**src/rtl/fetch_sequencer_if.sv**
```systemverilog
// Bundle of the PC-update, memory-fetch, instruction-delivery and redirect
// signals around the fetch sequencer.
interface fetch_sequencer_if #(
  parameter int ADDR_WIDTH = 16,
  parameter int DATA_WIDTH = 16
);
  logic [ADDR_WIDTH-1:0] inp_pcAddress;
  logic [ADDR_WIDTH-1:0] out_nextInstructionAddress;
  logic                  out_changeAddress;
  logic                  out_memReq;
  logic [ADDR_WIDTH-1:0] out_memAddr;
  logic                  inp_memAck;
  logic [DATA_WIDTH-1:0] inp_memData;
  logic [DATA_WIDTH-1:0] out_instruction;
  logic [ADDR_WIDTH-1:0] out_instrAddress;
  logic                  out_instrValid;
  logic                  inp_instrReady;
  logic                  inp_branchTaken;
  logic [ADDR_WIDTH-1:0] inp_branchTarget;
  logic                  out_fault;

  modport master (
    input  inp_pcAddress, inp_memAck, inp_memData, inp_instrReady,
           inp_branchTaken, inp_branchTarget,
    output out_nextInstructionAddress, out_changeAddress, out_memReq,
           out_memAddr, out_instruction, out_instrAddress, out_instrValid,
           out_fault
  );

  modport slave (
    output inp_pcAddress, inp_memAck, inp_memData, inp_instrReady,
           inp_branchTaken, inp_branchTarget,
    input  out_nextInstructionAddress, out_changeAddress, out_memReq,
           out_memAddr, out_instruction, out_instrAddress, out_instrValid,
           out_fault
  );
endinterface

```
**src/rtl/fetch_sequencer.sv**
```systemverilog
// Instruction fetch sequencer: steers the PC, fetches over a req/ack port,
// hands instructions downstream, and handles redirects and fetch timeouts.
module fetch_sequencer #(
  parameter int                    ADDR_WIDTH  = 16,
  parameter int                    DATA_WIDTH  = 16,
  parameter logic [ADDR_WIDTH-1:0] RESET_ADDR  = 16'h1040,
  parameter int                    ACK_TIMEOUT = 15
) (
  input logic                inp_clk,
  input logic                inp_reset_n,
  fetch_sequencer_if.master  bus
);

  typedef enum logic [2:0] {
    S_BOOT     = 3'd0,
    S_REDIRECT = 3'd1,
    S_FETCH    = 3'd2,
    S_HOLD     = 3'd3,
    S_FAULT    = 3'd4
  } state_t;

  localparam int                WAIT_W    = (ACK_TIMEOUT < 2) ? 1 : $clog2(ACK_TIMEOUT);
  localparam logic [WAIT_W-1:0] WAIT_LAST = WAIT_W'(ACK_TIMEOUT - 1);

  state_t                state_q, state_d;
  logic                  change_q, change_d;
  logic [ADDR_WIDTH-1:0] next_q, next_d;
  logic [DATA_WIDTH-1:0] instr_q, instr_d;
  logic [ADDR_WIDTH-1:0] iaddr_q, iaddr_d;
  logic                  valid_q, valid_d;
  logic                  fault_q, fault_d;
  logic                  squash_q, squash_d;
  logic [ADDR_WIDTH-1:0] pending_q, pending_d;
  logic [WAIT_W-1:0]     wait_q, wait_d;
  logic                  mem_req_q, mem_req_d;
  logic [ADDR_WIDTH-1:0] target_s;

  assign target_s = {bus.inp_branchTarget[ADDR_WIDTH-1:1], 1'b0};

  // Next-state and next-output computation for the sequencer
  always_comb begin
    state_d   = state_q;
    change_d  = 1'b0;
    next_d    = next_q;
    instr_d   = instr_q;
    iaddr_d   = iaddr_q;
    valid_d   = valid_q;
    fault_d   = fault_q;
    squash_d  = squash_q;
    pending_d = pending_q;
    wait_d    = wait_q;
    case (state_q)
      S_BOOT: begin
        change_d = 1'b1;
        next_d   = RESET_ADDR;
        state_d  = S_REDIRECT;
      end
      S_REDIRECT: begin
        if (bus.inp_branchTaken) begin
          change_d = 1'b1;
          next_d   = target_s;
        end else begin
          state_d = S_FETCH;
          wait_d  = '0;
        end
      end
      S_FETCH: begin
        if (bus.inp_memAck) begin
          if (squash_q || bus.inp_branchTaken) begin
            // The newest redirect wins over the one parked while waiting.
            change_d = 1'b1;
            next_d   = bus.inp_branchTaken ? target_s : pending_q;
            squash_d = 1'b0;
            state_d  = S_REDIRECT;
          end else begin
            instr_d  = bus.inp_memData;
            iaddr_d  = bus.inp_pcAddress;
            valid_d  = 1'b1;
            change_d = 1'b1;
            next_d   = bus.inp_pcAddress + ADDR_WIDTH'(2);
            state_d  = S_HOLD;
          end
        end else if (wait_q == WAIT_LAST) begin
          fault_d = 1'b1;
          state_d = S_FAULT;
        end else begin
          wait_d = wait_q + WAIT_W'(1);
          if (bus.inp_branchTaken) begin
            squash_d  = 1'b1;
            pending_d = target_s;
          end else begin
            squash_d  = squash_q;
          end
        end
      end
      S_HOLD: begin
        if (bus.inp_branchTaken) begin
          valid_d  = 1'b0;
          change_d = 1'b1;
          next_d   = target_s;
          state_d  = S_REDIRECT;
        end else if (bus.inp_instrReady) begin
          valid_d = 1'b0;
          wait_d  = '0;
          state_d = S_FETCH;
        end else begin
          valid_d = valid_q;
        end
      end
      S_FAULT: begin
        valid_d = 1'b0;
        fault_d = 1'b1;
        state_d = S_FAULT;
      end
      default: begin
        state_d = S_BOOT;
      end
    endcase
    mem_req_d = (state_d == S_FETCH);
  end

  // State and output registers; reset abandons any outstanding fetch
  always_ff @(posedge inp_clk or negedge inp_reset_n) begin
    if (!inp_reset_n) begin
      state_q   <= S_BOOT;
      change_q  <= 1'b0;
      next_q    <= '0;
      instr_q   <= '0;
      iaddr_q   <= '0;
      valid_q   <= 1'b0;
      fault_q   <= 1'b0;
      squash_q  <= 1'b0;
      pending_q <= '0;
      wait_q    <= '0;
      mem_req_q <= 1'b0;
    end else begin
      state_q   <= state_d;
      change_q  <= change_d;
      next_q    <= next_d;
      instr_q   <= instr_d;
      iaddr_q   <= iaddr_d;
      valid_q   <= valid_d;
      fault_q   <= fault_d;
      squash_q  <= squash_d;
      pending_q <= pending_d;
      wait_q    <= wait_d;
      mem_req_q <= mem_req_d;
    end
  end

  assign bus.out_nextInstructionAddress = next_q;
  assign bus.out_changeAddress          = change_q;
  assign bus.out_memReq                 = mem_req_q;
  assign bus.out_memAddr                = bus.inp_pcAddress;
  assign bus.out_instruction            = instr_q;
  assign bus.out_instrAddress           = iaddr_q;
  assign bus.out_instrValid             = valid_q;
  assign bus.out_fault                  = fault_q;

endmodule

```
**src/flat_wrapper.sv**
```systemverilog
// flat-port wrapper written by rule: the top's interface ports become plain ports
module fetch_sequencer_flat 
#(
  parameter int                    ADDR_WIDTH  = 16,
  parameter int                    DATA_WIDTH  = 16,
  parameter logic [ADDR_WIDTH-1:0] RESET_ADDR  = 16'h1040,
  parameter int                    ACK_TIMEOUT = 15
)
  (inp_clk, inp_reset_n, bus_inp_pcAddress, bus_inp_memAck, bus_inp_memData, bus_inp_instrReady, bus_inp_branchTaken, bus_inp_branchTarget, bus_out_nextInstructionAddress, bus_out_changeAddress, bus_out_memReq, bus_out_memAddr, bus_out_instruction, bus_out_instrAddress, bus_out_instrValid, bus_out_fault);
  fetch_sequencer_if #(.ADDR_WIDTH(ADDR_WIDTH), .DATA_WIDTH(DATA_WIDTH)) bus_i ();
  input logic inp_clk;
  input logic inp_reset_n;
  input wire logic [$bits(bus_i.inp_pcAddress)-1:0] bus_inp_pcAddress;
  input wire logic [$bits(bus_i.inp_memAck)-1:0] bus_inp_memAck;
  input wire logic [$bits(bus_i.inp_memData)-1:0] bus_inp_memData;
  input wire logic [$bits(bus_i.inp_instrReady)-1:0] bus_inp_instrReady;
  input wire logic [$bits(bus_i.inp_branchTaken)-1:0] bus_inp_branchTaken;
  input wire logic [$bits(bus_i.inp_branchTarget)-1:0] bus_inp_branchTarget;
  output wire logic [$bits(bus_i.out_nextInstructionAddress)-1:0] bus_out_nextInstructionAddress;
  output wire logic [$bits(bus_i.out_changeAddress)-1:0] bus_out_changeAddress;
  output wire logic [$bits(bus_i.out_memReq)-1:0] bus_out_memReq;
  output wire logic [$bits(bus_i.out_memAddr)-1:0] bus_out_memAddr;
  output wire logic [$bits(bus_i.out_instruction)-1:0] bus_out_instruction;
  output wire logic [$bits(bus_i.out_instrAddress)-1:0] bus_out_instrAddress;
  output wire logic [$bits(bus_i.out_instrValid)-1:0] bus_out_instrValid;
  output wire logic [$bits(bus_i.out_fault)-1:0] bus_out_fault;
  assign bus_i.inp_pcAddress = bus_inp_pcAddress;
  assign bus_i.inp_memAck = bus_inp_memAck;
  assign bus_i.inp_memData = bus_inp_memData;
  assign bus_i.inp_instrReady = bus_inp_instrReady;
  assign bus_i.inp_branchTaken = bus_inp_branchTaken;
  assign bus_i.inp_branchTarget = bus_inp_branchTarget;
  assign bus_out_nextInstructionAddress = bus_i.out_nextInstructionAddress;
  assign bus_out_changeAddress = bus_i.out_changeAddress;
  assign bus_out_memReq = bus_i.out_memReq;
  assign bus_out_memAddr = bus_i.out_memAddr;
  assign bus_out_instruction = bus_i.out_instruction;
  assign bus_out_instrAddress = bus_i.out_instrAddress;
  assign bus_out_instrValid = bus_i.out_instrValid;
  assign bus_out_fault = bus_i.out_fault;
  fetch_sequencer #(.ADDR_WIDTH(ADDR_WIDTH), .DATA_WIDTH(DATA_WIDTH), .RESET_ADDR(RESET_ADDR), .ACK_TIMEOUT(ACK_TIMEOUT)) u_core (.inp_clk(inp_clk), .inp_reset_n(inp_reset_n), .bus(bus_i));
endmodule
```
**config.mk**
```make
export PLATFORM = sky130hd
export DESIGN_NAME = fetch_sequencer_flat
export DESIGN_NICKNAME = d
export VERILOG_FILES = /design/src/rtl/fetch_sequencer_if.sv /design/src/rtl/fetch_sequencer.sv /design/src/flat_wrapper.sv
export SDC_FILE = /design/constraint.sdc
export NUM_CORES = 1
export LEC_CHECK = 0
export CORE_ASPECT_RATIO = 0.75
export CORE_MARGIN = 2
export CORE_UTILIZATION = 45
export CTS_BUF_LIST = sky130_fd_sc_hd__clkbuf_4 sky130_fd_sc_hd__clkbuf_8
export DETAILED_ROUTE_END_ITERATION = 10
export DONT_BUFFER_PORTS = 1
export PLACE_DENSITY = 0.59
export REMOVE_ABC_BUFFERS = 1
export SETUP_SLACK_MARGIN = 0.2
export SLEW_MARGIN = 40
export SYNTH_ARGS = -nofsm -noshare
export SYNTH_HDL_FRONTEND = slang
export SYNTH_SLANG_ARGS = --single-unit
```
**constraint.sdc**
```tcl
create_clock -name inp_clk -period 2.6 [get_ports inp_clk]
set_input_delay 0.52 -clock inp_clk [delete_from_list [all_inputs] [get_ports inp_clk]]
set_output_delay 0.52 -clock inp_clk [all_outputs]
set_load 0.02 [all_outputs]
```
==> results by group, run 1 <==
Status
  • Status: complete, no violations

Worst setup path
  • Crit Path Category: flop to flop
  • Slowest cell delay on critical path: 470 ps
  • Worst path top cell family by delay: simple AND/OR/NAND/NOR gates
  • Worst path arrival time: 2420 ps
  • Data required time at the worst endpoint: 2840 ps
  • Worst-path cell chain: or3b_1, buf_4, or3_4, a211o_1, o21ai_0, o31ai_1
  • Worst setup EP type: flop
  • Crit-path max FO: 8
  • CP Launch Type: flop
  • Buf/Inv on CP: 1
  • Slowest-stage cell, CP: dfrtp_1

Layout
  • Most common cell after layout, fill and taps aside: dfrtp_1
  • Area Overhead vs Synth: 8.88%
  • Number of antenna diodes: 0
  • Commonest non-fill, non-tap cells in the layout: dfrtp_1 (76), nand2_1 (71), mux2_2 (21), o21ai_0 (17)
  • Fraction of layout cells with a size suffix above 1: 17.6%
  • Fillcell total: 730
  • Fin nets: 398
  • Post-route insts no fill: 452

Clock tree
  • CTS tree: yes
  • Root buffer cell: clkbuf_8
  • Longest Clk Path Bufs: 2
  • Clock sink count: 76
  • Clock latency on the worst-skew pair: 350 ps
  • Number of H-tree levels: 3
  • Num CTS Buffers: 9
  • Clock slew at reported path FFs: 80 ps

Pwr
  • P_sw: 1500 uW
  • Switching part of the total: 34.6%
  • Internal power: 2830 uW
  • VDD IR-drop max: 0.000480 V
  • Clock power frac: 28.0%
  • Power share of the combinational group: 17.7%
  • Flop pwr share: 54.3%
  • Static leakage: 0.00187 uW
  • Tot Pwr: 4330 uW
  • Power Dens Cells: 1080 nW/um2

Timing
  • Final setup fails: 0
  • Final setup TNS: 0 ps
  • Crit share post-route: 83.9%
  • Setup slack after layout: 420 ps
  • Fmax: 459 MHz
  • RSZ-0062 raised after global routing: no
  • Final Max Slew Viols: 0
  • Fin. Hold Viols: 0
  • Final min period: 2180 ps
  • Slew @ Worst Pin: 585 ps
  • Clock Skew: 7.79 ps
  • Worst slew margin: 61.0%

Run
  • Max-Cap Viols: 0

Place
  • Placed Instances: 435
  • Count of buffers from port buffering: 0
  • Post-DP HPWL: 6070 um
  • Dpl ws: 386 ps
  • Gpl congestion: 0.798

Synth
  • Number of flops mapped to enable cells by yosys: 0
  • Ys flop type: dfrtp_1
  • Mean area per synthesized cell: 10.5 um2
  • Post-synth top area share: 51.7%
  • Synthesized cell area: 3680 um2
  • Synth warnings: 0
  • Distinct cells, synth: 49
  • Mapped Cells: 351
  • Synth area leader: dfrtp_1
  • Post-synthesis sequential area ratio: 51.7%
  • Top cells by area, synth: dfrtp_1 (52%), nand2_1 (7.2%), mux2_2 (6.4%), buf_4 (3.3%), mux2_4 (2.9%)
  • Synthesis-stage register bit count: 76
  • Post-synth ARST share: 100%

Floorplanning
  • Die Area: 8920 um2
  • Core Area: 7920 um2
  • I/O pins: 121
  • Chip Width: 108 um
  • Die height: 82.3 um
  • Initial Utilization: 46.5%
  • Rows: 28

Route
  • Drt drc: 0
  • Drt first pass iters: 4
  • Via Count: 2,551
  • Total wire length: 8530 um
  • DRT antenna net count: 0
  • Vias per cell: 5.64
  • 1st-iter DRT viols: 173
  • DR WL/cell: 18.9 um

Min path
  • Hold crit path type: input pin to asynchronous set/reset pin

Global routing
  • Total routing usage reported by global routing: 20.5%
  • Vias in the first global route: 2,646
  • Total gr overflow: 0
  • First-pass GRT wire length: 13,700 um
  • Pin count of the biggest net entering global routing: 77
  • Initial antenna violation count: 0
[cell families after synthesis]
group                      after synthesis  synth area share (%)
AOI/OAI and AO/OA                       70                  13.5
xor gates and xnor gates                11                  2.62
adders and majority gates                3                  1.02
buffers and inverters                   42                  6.84
DFF                                     76                  51.7
muxes                                   29                  9.56
and+or+nand+nor                        120                  14.8
[per-layer routing]
metal,part of all wire [%],vias up,GRT usage [%]
met2,44,101,32.2
met5,0,-,0
met4,1.5,0,6.67
met1,45,1230,26.2
met3,9.6,12,7.93
li1,-,1208,-
[flip-flops by register name, summed over array words and instances, names as in the netlist]
signal and flops:
u_core.bus.out_instrAddress 16, u_core.bus.out_instruction 16, u_core.bus.out_nextInstructionAddress 16, u_core.pending_q 16
u_core.wait_q 4, u_core.state_q 3, u_core.bus.out_changeAddress 1, u_core.bus.out_fault 1
u_core.bus.out_instrValid 1, u_core.bus.out_memReq 1, u_core.squash_q 1
[metrics by stage]
step / cell area (um2) / utilization (%) / hold slack, ps
2_1_floorplan: 3460 / - / 224
3_3_place_gp: 3700 / 46.7 / 226
3_5_place_dp: 3700 / 46.7 / 225
4_1_cts: 4000 / 50.5 / 58.0
5_1_grt: 4010 / 50.6 / 46.2
6_report: 4010 / 50.6 / 41.7
[worst paths after layout]
check                                startpoint                             end  slack [ps]  cells after the start
min reg2reg                    u_core.wait_q[3]                u_core.wait_q[3]         480                      1
min in group inp_clk       bus_inp_pcAddress[0]  u_core.bus.out_instrAddress[0]         270                      2
min                                 inp_reset_n             u_core.pending_q[0]          40                      1
max reg2reg                   u_core.state_q[2]                u_core.wait_q[3]         420                      6
max in group asynchronous           inp_reset_n             u_core.pending_q[3]        2250                      1
max                           u_core.state_q[2]                u_core.wait_q[3]         420                      6
[cells in the mapped netlist, drive strengths merged, types with 2 or more instances]
master	count
mux2	28
a221o	7
a21oi	11
buf	21
nor3	5
nand4	2
a22oi	2
inv	9
clkbuf	12
or3	2
o211a	2
xnor2	9
nand2	71
and2	2
o221ai	7
or3b	2
o211ai	3
or2	2
nand3	8
a31oi	2
o21ai	18
a211o	3
nand2b	5
ha	3
o22ai	3
a22o	6
xor2	2
nor2	11
dfrtp	76
and2b	2
nor4	3
[worst reg2reg max path: cells and delay by family (launching register included)]
family	cells	cell delay [ps]
and+or+nand+nor	2	790
AOI/OAI and AO/OA	3	620
DFF	1	470
buffers and inverters	1	180
[power by group through the flow]
stage	logic, uW	registers (uW)	clock network, uW
after floorplan	585	2280	0
after global placement	713	2360	0
after detailed placement	742	2380	0
after CTS	773	2360	1240
after global routing	882	2410	1290
final	767	2350	1210
[timing repair]
action,in CTS,in global routing
buffers inserted,0,0
setup endpoints to repair,0,2
hold endpoints to repair,76,0
resized for setup,0,2
hold buffers,1,0
[final cells by class]
| class | count | area [um2] | area share (%) |
|---|---|---|---|
| sequential | 76 | 1900 | 47.5 |
| inverter | 9 | 33.8 | 0.843 |
| tap | 105 | 131 | 3.28 |
| clock buffer | 12 | 153 | 3.81 |
| timing repair buffer | 13 | 130 | 3.25 |
| clock inverter | 4 | 120 | 3.00 |
| multi-input combinational | 233 | 1540 | 38.3 |
Note: power is estimated with default switching activity, not from simulation.
==> run 2, diff against run 1 <==
--- a/config.mk
+++ b/config.mk
@@ -11,7 +11,7 @@
 export CTS_BUF_LIST = sky130_fd_sc_hd__clkbuf_4 sky130_fd_sc_hd__clkbuf_8
 export DETAILED_ROUTE_END_ITERATION = 10
 export DONT_BUFFER_PORTS = 1
-export PLACE_DENSITY = 0.59
+export PLACE_DENSITY = 0.61
 export REMOVE_ABC_BUFFERS = 1
 export SETUP_SLACK_MARGIN = 0.2
 export SLEW_MARGIN = 40
==> constraint.sdc (replaced) <==
create_clock -name inp_clk -period 2 [get_ports inp_clk]
set_input_delay 0.4 -clock inp_clk [delete_from_list [all_inputs] [get_ports inp_clk]]
set_output_delay 0.4 -clock inp_clk [all_outputs]
set_load 0.02 [all_outputs]
==> run 2 against run 1 <==
Net effect: the flow now finishes with violations (hold timing); wire length shrank 1.3%; clock skew fell by 2.2 ps; clock power up 8%; critical path depth down 1; highest routed layer unchanged.
==> results by group, run 2 (same netlist as run 1, synthesis figures left out) <==
Status
  • Status: finished with violations
  • Failing checks: hold timing

Worst setup path
  • Data required time at the worst endpoint: 2230 ps (-610 ps)
  • Worst R2R Path Depth: 5 (-1)
  • Worst r2r src: u_core.state_q[0]
  • Crit-path max FO: 13 (+5)
  • Crit Path Category: flop to flop
  • CP Launch Type: flop
  • FF-to-FF End: u_core.pending_q[12]
  • Worst path arrival time: 2220 ps (-200 ps)
  • Worst setup EP type: flop
  • Flop2flop setup slack: 10 ps (-410 ps)

Global routing
  • Vias in the first global route: 2,596 (-1.9%)
  • M1 GR Usage: 26.7% (+0.41 points)
  • Total routing usage reported by global routing: 20.2% (-0.26 points)
  • Total gr overflow: 0 (unchanged)
  • GR Util met3: 8.40% (+0.47 points)
  • GR peak layer: met2
  • Initial antenna violation count: 0 (unchanged)
  • Pin count of the biggest net entering global routing: 77 (unchanged)
  • GR Layer Usage met2: 31.0% (-1.2 points)
  • First-pass GRT wire length: 13,800 um (+0.15%)

Route
  • Drt drc: 0 (unchanged)
  • Via Count: 2,577 (+1.0%)
  • DR WL/cell: 18.4 um (-2.4%)
  • 1st-iter DRT viols: 154 (-11%)
  • Vias per cell: 5.64 (about the same)
  • Drt first pass iters: 5 (+1)
  • Total wire length: 8420 um (-1.3%)
  • DRT antenna net count: 0 (unchanged)

Layout
  • Most common cell after layout, fill and taps aside: dfrtp_1
  • Fraction of layout cells with a size suffix above 1: 21.0% (+3.4 points)
  • Post-layout utilization of the core: 50.7% (+0.14 points)
  • Register area: 1900 um2 (unchanged)
  • Area Overhead vs Synth: 9.18%
  • Multi-input logic area: 1570 um2 (+2.0%)
  • Number of antenna diodes: 0 (unchanged)
  • Commonest non-fill, non-tap cells in the layout: dfrtp_1 (76), nand2_1 (70), mux2_2 (21), buf_4 (17), o21ai_0 (12)
  • Fillcell total: 750 (+2.7%)
  • Fin nets: 404 (+1.5%)

Floorplanning
  • Initial Utilization: 46.5% (unchanged)
  • Rows: 28 (unchanged)
  • Chip Width: 108 um (unchanged)
  • Die height: 82.3 um (unchanged)
  • I/O pins: 121 (unchanged)
  • Die Area: 8920 um2 (unchanged)
  • Core Area: 7920 um2 (unchanged)

Run
  • Max-Cap Viols: 0 (unchanged)

Timing
  • Final setup fails: 0 (unchanged)
  • Worst slew margin: 65.4% (+4.4 points)
  • Crit share post-route: 99.5% (+16 points)
  • Clock Skew: 5.58 ps (-2.21 ps)
  • Min Hold Slack: -258 ps (-300 ps)
  • Setup slack after layout: 10.4 ps (-409 ps)
  • Slew @ Worst Pin: 519 ps (-66.2 ps)
  • RSZ-0062 raised after global routing: yes
  • Final setup TNS: 0 ps (unchanged)
  • Final min period: 1990 ps (-191 ps)
  • Final Max Slew Viols: 0 (unchanged)
  • Fmax: 503 MHz (+9.6%)
  • Fin. Hold Viols: 76 (+76)

Place
  • Dpl ws: -26.4 ps (-413 ps)
  • Post-DP HPWL: 6120 um (+0.77%)
  • Gpl congestion: 0.818 (+2.5%)
  • Count of buffers from port buffering: 0 (unchanged)

Clock tree
  • Num CTS Buffers: 9 (unchanged)
  • Root buffer cell: clkbuf_8
  • Number of H-tree levels: 3 (unchanged)
  • Clock slew at reported path FFs: 80 ps (about the same)
  • Clock sink count: 76 (unchanged)
  • CTS tree: yes
  • Longest Clk Path Bufs: 2 (unchanged)
  • Clock latency on the worst-skew pair: 350 ps (about the same)

Pwr
  • Power Dens Cells: 1350 nW/um2 (+24%)
  • VDD IR-drop max: 0.000661 V (+38%)
  • Static leakage: 0.00187 uW (+0.14%)
  • Tot Pwr: 5400 uW (+25%)

Min path
  • Hold crit path type: input pin to asynchronous set/reset pin
-- run 2: cell count changes in the layout (fill, tap and decap cells not counted), moves of 2 or more --
cell	change
buf_4	+6
o21ai_0	-5
o21ai_1	+3
bufinv_16	-2
clkbuf_4	-2
o21ai_2	+2
-- run 2: routing by layer --
metal  wire length (um)  vias up
met5                  0        -
met4                 53        0
met3                795        5
met2               3860       80
met1               3710     1274
li1                   -     1218
-- run 2: power breakdown --
part | internal [uW] | leakage, uW | switching (uW)
Combinational | 588 | 0.000790 | 459
Clock | 762 | 0.000111 | 546
Sequential | 2120 | 0.000967 | 923
-- run 2: final cells by class --
type / count / share of cell area [%]
Sequential cell: 76 / 47.4
Multi-Input combinational cell: 233 / 39.0
Timing Repair Buffer: 19 / 3.96
Clock buffer: 11 / 3.77
Tap cell: 105 / 3.27
Clock inverter: 4 / 1.81
Inverter: 9 / 0.841
-- run 2: critical path, cell delays in order, from the launching register on --
cell and delay (ps):
dfrtp_1 380, or3b_4 410, or3_4 380, or2_4 260, buf_12 160, mux2_4 300
-- run 2: repair_timing --
item                                    CTS  global route
pin swaps                                 2             3
hold endpoints to repair                 76            76
resized for setup                         7             9
setup buffers                             0             1
endpoints found under the setup margin   20            29
-- run 2: how the worst max path moves through the flow --
stage,startpoint,slack (ps),end
finish,u_core.state_q[0],10,u_core.pending_q[12]
global route,u_core.state_q[0],-20,u_core.pending_q[12]
CTS,u_core.state_q[0],8,u_core.pending_q[8]
detailed placement,u_core.state_q[0],-30,u_core.pending_q[8]
global placement,u_core.state_q[0],-10,u_core.pending_q[11]
floorplan,u_core.state_q[0],-240,u_core.pending_q[10]
-- run 2: stage by stage --
stage	cells	instance area, um2
after global routing	457	4020
after CTS	456	3980
after global placement	441	3740
after detailed placement	441	3740
after floorplan	318	3460
final	457	4020
